===== src/rtl/iod_rd_eye_train_ctrl.sv =====
// ----------------------------------------------------------------------------
// iod_rd_eye_train_ctrl
// Per-lane read-eye training sequencer for one IOD DQ bit. It sweeps the IOD
// dynamic delay line upward one tap at a time and samples the sticky
// EARLY/LATE eye-monitor flags at each tap. This finds the first and last
// passing taps. It then walks the delay line back down to the eye centre.
//
// Optional feature, enabled by defining IOD_RD_TRAIN_RETRY_EN:
//   A first "no left edge" (01) or "eye too narrow" (10) failure restarts the
//   sweep from LOAD once, without raising ERR. Centring failures (11) are
//   never retried.
// ----------------------------------------------------------------------------
module iod_rd_eye_train_ctrl #(
    parameter int TAP_W      = 8,
    parameter int MAX_TAP    = 127,
    parameter int SETTLE_CYC = 8,
    parameter int SAMPLE_CYC = 16,
    parameter int MIN_EYE    = 4
) (
    input  logic             FAB_CLK,
    input  logic             ARST_N,
    input  logic             START,
    input  logic             EYE_MONITOR_EARLY,
    input  logic             EYE_MONITOR_LATE,
    input  logic             DELAY_LINE_OUT_OF_RANGE,
    output logic             DELAY_LINE_LOAD,
    output logic             DELAY_LINE_MOVE,
    output logic             DELAY_LINE_DIRECTION,
    output logic             EYE_MONITOR_CLEAR_FLAGS,
    output logic             BUSY,
    output logic             DONE,
    output logic             ERR,
    output logic [1:0]       ERR_CODE,
    output logic [TAP_W-1:0] LEFT_EDGE,
    output logic [TAP_W-1:0] RIGHT_EDGE,
    output logic [TAP_W-1:0] CENTER_TAP
);

    typedef enum logic [3:0] {
        S_IDLE, S_LOAD, S_SETTLE, S_CLEAR, S_SAMPLE,
        S_EVAL, S_STEP, S_CENTER, S_FIN,   S_FAIL
    } state_t;

    // The sweep phase also tells SETTLE where to go next: CENTERING ends in FIN.
    typedef enum logic [1:0] {
        PH_SEEK_LEFT, PH_SEEK_RIGHT, PH_CENTERING
    } phase_t;

    localparam int CNT_MAX = (SETTLE_CYC > SAMPLE_CYC) ? SETTLE_CYC : SAMPLE_CYC;
    localparam int CNT_W   = $clog2(CNT_MAX + 1);

    localparam logic [CNT_W-1:0] SETTLE_LAST = CNT_W'(SETTLE_CYC - 1);
    localparam logic [CNT_W-1:0] SAMPLE_LAST = CNT_W'(SAMPLE_CYC - 1);
    localparam logic [TAP_W-1:0] TAP_LIMIT   = TAP_W'(MAX_TAP);
    localparam logic [TAP_W:0]   MIN_WIDTH   = (TAP_W + 1)'(MIN_EYE);

    localparam logic [1:0] CODE_NO_LEFT = 2'b01;
    localparam logic [1:0] CODE_NARROW  = 2'b10;
    localparam logic [1:0] CODE_OOR     = 2'b11;

    state_t           state_q, state_d;
    phase_t           phase_q, phase_d;
    logic [TAP_W-1:0] tap_q, tap_d;
    logic [CNT_W-1:0] cnt_q, cnt_d;
    logic             mv_idle_q, mv_idle_d;
    logic             err_q, err_d;
    logic [1:0]       err_code_q, err_code_d;
    logic [TAP_W-1:0] left_q, left_d;
    logic [TAP_W-1:0] right_q, right_d;
    logic [TAP_W-1:0] center_q, center_d;
    logic             retry_q, retry_d;
    logic             retry_ok;

    logic             load, move, dir, clr;
    logic             fail_hit, edge_found;
    logic [1:0]       fail_code;

    // The flags are sticky, so one look at the end of the window covers the
    // whole accumulation period.
    logic             pass;
    logic             at_limit;
    logic [TAP_W-1:0] left_cand, right_cand;
    logic [TAP_W:0]   eye_width, center_sum;

    assign pass     = !(EYE_MONITOR_EARLY || EYE_MONITOR_LATE);
    assign at_limit = (tap_q == TAP_LIMIT) || DELAY_LINE_OUT_OF_RANGE;

    // A pass at the limit while seeking left is a one-tap eye, and its left
    // edge is the current tap.
    assign left_cand  = (phase_q == PH_SEEK_LEFT) ? tap_q : left_q;
    assign right_cand = (phase_q == PH_SEEK_RIGHT && !pass) ? tap_q - 1'b1 : tap_q;
    assign eye_width  = {1'b0, right_cand} - {1'b0, left_cand} + 1'b1;
    assign center_sum = {1'b0, left_cand} + {1'b0, right_cand};

`ifdef IOD_RD_TRAIN_RETRY_EN
    assign retry_ok = !retry_q;
`else
    assign retry_ok = 1'b0;
`endif

    // Next-state, datapath-update and pulse decode for the training sequence.
    always_comb begin
        // NOTE: every variable assigned here gets a default first, so no path
        // leaves one unassigned and no latch is inferred.
        state_d    = state_q;
        phase_d    = phase_q;
        tap_d      = tap_q;
        mv_idle_d  = 1'b0;
        err_d      = err_q;
        err_code_d = err_code_q;
        left_d     = left_q;
        right_d    = right_q;
        center_d   = center_q;
        retry_d    = retry_q;
        load       = 1'b0;
        move       = 1'b0;
        dir        = 1'b0;
        clr        = 1'b0;
        fail_hit   = 1'b0;
        fail_code  = 2'b00;
        edge_found = 1'b0;

        case (state_q)
            S_IDLE: begin
                if (START) begin
                    err_d      = 1'b0;
                    err_code_d = 2'b00;
                    retry_d    = 1'b0;
                    tap_d      = '0;
                    phase_d    = PH_SEEK_LEFT;
                    state_d    = S_LOAD;
                end
            end
            S_LOAD: begin
                load    = 1'b1;
                state_d = S_SETTLE;
            end
            S_SETTLE: begin
                if (cnt_q == SETTLE_LAST)
                    state_d = (phase_q == PH_CENTERING) ? S_FIN : S_CLEAR;
            end
            S_CLEAR: begin
                clr     = 1'b1;
                state_d = S_SAMPLE;
            end
            S_SAMPLE: begin
                if (cnt_q == SAMPLE_LAST)
                    state_d = S_EVAL;
            end
            S_EVAL: begin
                if (phase_q == PH_SEEK_LEFT) begin
                    if (pass) begin
                        left_d  = tap_q;
                        phase_d = PH_SEEK_RIGHT;
                        if (at_limit) edge_found = 1'b1;
                        else          state_d    = S_STEP;
                    end else if (at_limit) begin
                        fail_hit  = 1'b1;
                        fail_code = CODE_NO_LEFT;
                    end else begin
                        state_d = S_STEP;
                    end
                end else begin
                    if (!pass || at_limit) edge_found = 1'b1;
                    else                   state_d    = S_STEP;
                end

                if (edge_found) begin
                    right_d = right_cand;
                    if (eye_width < MIN_WIDTH) begin
                        fail_hit  = 1'b1;
                        fail_code = CODE_NARROW;
                    end else begin
                        center_d = center_sum[TAP_W:1];
                        phase_d  = PH_CENTERING;
                        state_d  = S_CENTER;
                    end
                end
            end
            S_STEP: begin
                move    = 1'b1;
                dir     = 1'b1;
                tap_d   = tap_q + 1'b1;
                state_d = S_SETTLE;
            end
            S_CENTER: begin
                // A move cycle is followed by one idle cycle.
                if (DELAY_LINE_OUT_OF_RANGE) begin
                    fail_hit  = 1'b1;
                    fail_code = CODE_OOR;
                end else if (tap_q == center_q) begin
                    state_d = S_SETTLE;
                end else if (!mv_idle_q) begin
                    move      = 1'b1;
                    tap_d     = tap_q - 1'b1;
                    mv_idle_d = 1'b1;
                end
            end
            S_FIN:   state_d = S_IDLE;
            S_FAIL:  state_d = S_IDLE;
            default: state_d = S_IDLE;
        endcase

        // A retry restarts the sweep but keeps the delay line where it stopped.
        // LOAD then puts it back to the default tap.
        if (fail_hit) begin
            if (retry_ok && fail_code != CODE_OOR) begin
                retry_d = 1'b1;
                tap_d   = '0;
                phase_d = PH_SEEK_LEFT;
                state_d = S_LOAD;
            end else begin
                err_d      = 1'b1;
                err_code_d = fail_code;
                state_d    = S_FAIL;
            end
        end

        // The wait counter restarts on every state change.
        cnt_d = (state_d != state_q) ? '0 : cnt_q + 1'b1;
    end

    // State, sweep position and result registers.
    // NOTE: every register here is a few bits of control state, so all of
    // them take the async reset; reset mid-run returns straight to IDLE.
    always_ff @(posedge FAB_CLK or negedge ARST_N) begin
        if (!ARST_N) begin
            state_q    <= S_IDLE;
            phase_q    <= PH_SEEK_LEFT;
            tap_q      <= '0;
            cnt_q      <= '0;
            mv_idle_q  <= 1'b0;
            err_q      <= 1'b0;
            err_code_q <= 2'b00;
            left_q     <= '0;
            right_q    <= '0;
            center_q   <= '0;
            retry_q    <= 1'b0;
        end else begin
            // NOTE: non-blocking assignments, so each register samples the
            // pre-edge value of every other register.
            state_q    <= state_d;
            phase_q    <= phase_d;
            tap_q      <= tap_d;
            cnt_q      <= cnt_d;
            mv_idle_q  <= mv_idle_d;
            err_q      <= err_d;
            err_code_q <= err_code_d;
            left_q     <= left_d;
            right_q    <= right_d;
            center_q   <= center_d;
            retry_q    <= retry_d;
        end
    end

    // Pulses decode directly from the registered state. Reset therefore
    // silences them in the same cycle.
    assign DELAY_LINE_LOAD         = load;
    assign DELAY_LINE_MOVE         = move;
    assign DELAY_LINE_DIRECTION    = dir;
    assign EYE_MONITOR_CLEAR_FLAGS = clr;
    assign BUSY       = (state_q != S_IDLE) && (state_q != S_FIN) && (state_q != S_FAIL);
    assign DONE       = (state_q == S_FIN);
    assign ERR        = err_q;
    assign ERR_CODE   = err_code_q;
    assign LEFT_EDGE  = left_q;
    assign RIGHT_EDGE = right_q;
    assign CENTER_TAP = center_q;

endmodule

===== config.mk =====
export PLATFORM = sky130hd
export DESIGN_NAME = iod_rd_eye_train_ctrl
export DESIGN_NICKNAME = d
export VERILOG_FILES = /design/src/rtl/iod_rd_eye_train_ctrl.sv
export SDC_FILE = /design/constraint.sdc
export NUM_CORES = 1
export LEC_CHECK = 0
export ABC_AREA = 1
export BUFFER_PORTS_ARGS = -buffer_cell sky130_fd_sc_hd__buf_4
export CORE_MARGIN = 3
export CORE_UTILIZATION = 50
export CTS_CLUSTER_DIAMETER = 200
export DETAILED_ROUTE_END_ITERATION = 10
export GPL_TIMING_DRIVEN = 0
export PLACE_DENSITY = 0.7
export SLEW_MARGIN = 25
export SYNTH_ARGS = -nofsm -noshare
export SYNTH_HDL_FRONTEND = slang
export SYNTH_SLANG_ARGS = --single-unit

===== constraint.sdc =====
create_clock -name FAB_CLK -period 6.3 [get_ports FAB_CLK]
set_input_delay 0.945 -clock FAB_CLK [delete_from_list [all_inputs] [get_ports FAB_CLK]]
set_output_delay 0.945 -clock FAB_CLK [all_outputs]
set_load 0.005 [all_outputs]

==> summary.md <==
| Metric | Value |
|---|---|
| Pin count of the biggest net entering global routing | `48` |
| Unrepaired setup endpoints after global routing | `no` |
| Die Y | `~90 um` |
| CTS sink count | `47` |
| #FFs+latches synth | `47` |
| Worst R2R Path Depth | `24` |
| Die boundary width | `around 90 um` |
| Worst hold margin | `~0.47 ns` |
| Setup Viol. Count Final | `0` |
| Worst Skew | `0.00956 ns` |
| Post-synthesis area per instance | `~7.6 sq um` |
| Outcome | `completed` |
| Yosys Warn Count | `0` |
| CP startpoint | `EYE_MONITOR_EARLY` |
| Number of cells produced by synthesis | `between 400 and 500` |
| Sequential element share of the synthesized area | `0.332` |
| Worst hold path class | `flop to flop` |
| Antenna cells | `0` |
| Initial core utilization | `0.518` |
| Via Count | `about 3200` |
| Row Count | `30` |
| Wire per inst | `roughly 14 um` |
| Maximum vdd drop | `0.216 mV` |
| Synth cell types | `43` |
| CTS buffer count | `5` |
| First-pass iteration count of the detailed router | `4` |
| Setup_tns | `0 ns` |
| Residual DRC | `0` |
| Critical path endpoint category | `flop` |
| RR Endpoint | `cnt_q[0]` |
| Most frequent cell after synthesis | `nand2_1` |
| Post-synth EDFFs | `0` |
| Iter 0 DRT Violations | `183` |
| CP arrival | `roughly 4.4 ns` |
| CTS root buf | `clkbuf_8` |
| Slew Limit Fails | `0` |
| Type of origin of the critical path | `input port` |
| Setup WS post-layout | `~2.1 ns` |
| P_leak | `1.99 nW` |
| Post-synth top flop | `dfrtp_1` |
| Via density | `around 5.2` |
| Most used cell, CP | `nand2_2` |
| Clock tree buffer depth | `2` |
| PostCTS Resize Cnt | `0` |
| Clk_lat worst skew | `0.31 ns` |
| Fmax | `around 0.24 GHz` |
| Via count of the first global-routing pass | `around 3000` |
| Area delta synth->final | `14.3%` |
| # H-tree levels | `2` |
| Final min period | `roughly 4.2 ns` |
| Synth top area cells | `dfrtp_1 33%, nand2_1 11%, ha_1 8.5%, inv_1 7.2%, o21ai_0 6.4%` |
| Measured slew at the worst slew-check pin | `around 0.73 ns` |
| Boundary Pins | `39` |
| Synth Net Count | `500` |
| Async set or reset register ratio after synthesis | `1.00` |
| Remaining global-route overflow | `0` |
| Hold buffers post-CTS | `0` |
| Initial antenna violation count | `0` |
| R2r setup slk | `between 2 and 2.5 ns` |
| Full die area | `about 0.008 sq mm` |
| Slew headroom | `0.505` |
| CTS clk-pin slew, worst paths | `0.09 ns` |
| Global placer's final weighted congestion | `about 0.9` |
| Slowest cell delay on critical path | `~0.54 ns` |
| CTS tree | `built` |
| Pwr/cell area | `~470 mW/mm^2` |
| Crit path max fanout | `10` |
| Crit path required time | `6.52 ns` |
| Worst R2R Start | `tap_q[0]` |
| Nets@finish | `545` |
| Pre-CTS WS | `approximately 1.8 ns` |
| Fin cells | `609` |
| Core area | `just under 0.007 sq mm` |
| Buffers added on ports | `38` |
| DRT Wirelength | `8620 um` |
| Placed Instances | `approximately 600` |
| Total chip power | `1.92 mW` |
| Final worst-path cycle share | `0.671` |
| Synth cell count leaders | `106 x nand2_1, 68 x inv_1, 47 x dfrtp_1, 45 x o21ai_0, 24 x ha_1` |
| CP Capture Point | `cnt_q[0]` |
| Final hold vios | `0` |
| Share of cells above drive strength 1 | `0.199` |
| Crit Path Class | `input port to flop` |
| Critical-path cell list | `buf_4 -> inv_1 -> nand2_4 -> nand2_2 -> inv_1 -> clkbuf_1 -> o21ai_0 -> ha_1 -> inv_1 -> ha_1 -> a21oi_1 -> nor2_1 -> a211oi_1 -> nand2_1 -> nand2_2 -> nand2_2 -> nand2_2 -> nand2_4 -> nand2_2 -> nand2_2 -> nand2_2 -> nand3_4 -> nor3_2` |
| Slowest CP cell | `o21ai_0` |
| Max_cap viols | `0` |
| First-pass GRT wire length | `14700 um` |
| Post-CTS Setup Repair Bufs | `0` |
| Mapped Area | `approximately 0.0035 sq mm` |
| Post-synth top area share | `0.332` |
| Total track usage | `0.218` |
| Yosys top cell by area | `dfrtp_1` |
| Dpl hpwl | `roughly 6900 um` |
| Final ANT Viol Nets | `0` |
==> how the worst min path moves through the flow <==
stage	cells after the start	slack, ns	from	to
floorplan	1	0.45	cnt_q[0]	cnt_q[0]
global placement	2	0.46	RIGHT_EDGE[0]	RIGHT_EDGE[0]
detailed placement	2	0.46	RIGHT_EDGE[7]	RIGHT_EDGE[7]
CTS	2	0.48	RIGHT_EDGE[7]	RIGHT_EDGE[7]
global route	2	0.50	RIGHT_EDGE[7]	RIGHT_EDGE[7]
finish	2	0.47	RIGHT_EDGE[7]	RIGHT_EDGE[7]
==> power breakdown <==
part           leakage (nW)  switching, mW  internal [mW]  total [mW]
Clock                0.0513          0.101          0.116       0.218
Combinational          1.30          0.756          0.471        1.23
Sequential            0.637         0.0867          0.387       0.473
Total                  1.99          0.944          0.974        1.92
==> cells by family after synthesis <==
family                     after synthesis  synth area share
buffers and inverters                   88            0.0954
xor gates and xnor gates                21            0.0541
DFF                                     47             0.332
AOI/OAI and AO/OA                       79             0.125
adders and majority gates               26            0.0961
and+or+nand+nor                        207             0.297
==> registers in the layout (all words and copies together) (netlist names), 2 cells and up <==
| register | cells |
|---|---|
| phase_q | 2 |
| RIGHT_EDGE | 8 |
| CENTER_TAP | 8 |
| tap_q | 8 |
| cnt_q | 5 |
| ERR_CODE | 2 |
| LEFT_EDGE | 8 |
| state_q | 4 |
==> layer usage <==
metal	wire length, um	part of all wire	track usage
met3	501	0.058	0.0351
met2	4130	0.48	0.363
met4	73	0.0085	0.0408
met5	0	0	0
met1	3910	0.45	0.302
==> cell type report <==
cell class                      instances  area [sq um]
Sequential cell                        47          1180
Multi-Input combinational cell        333          2030
Inverter                               80           300
Clock inverter                          1          30.0
Fill cell                             659          2780
Tap cell                               96           120
Timing Repair Buffer                   38           285
Buffer                                  8          37.5
Clock buffer                            6          72.6
==> through the flow <==
stage	cell area (sq um)	utilization
after floorplan	3540	-
after global placement	3950	0.578
after detailed placement	3950	0.578
after CTS	4050	0.593
after global routing	4050	0.593
final	4050	0.593
==> critical path, delay by kind of cell <==
family          cells  cell delay, ns
buf+inv             5            0.56
simple gates       13            1.24
compound gates      3            1.05
fa+ha+maj           2            0.65
==> cells in the final DEF, fill, tap and decap left out, types with 3 or more instances in the layout <==
master and n:
nand3_2 5, o21ai_1 6, dfrtp_1 47, o21ai_0 45, nor2_4 3, nand4_1 7
inv_1 68, inv_2 11, buf_4 39, nor2_2 5, nor3_1 10, nand3_1 15
o31ai_1 4, nor3_2 6, xnor2_1 4, nand2_1 106, clkbuf_8 5, ha_1 24
nor4_1 3, clkbuf_1 5, a21oi_1 12, nand2_2 14, xor2_1 16, nor2_1 23
Note: power is estimated with default switching activity, not from simulation.
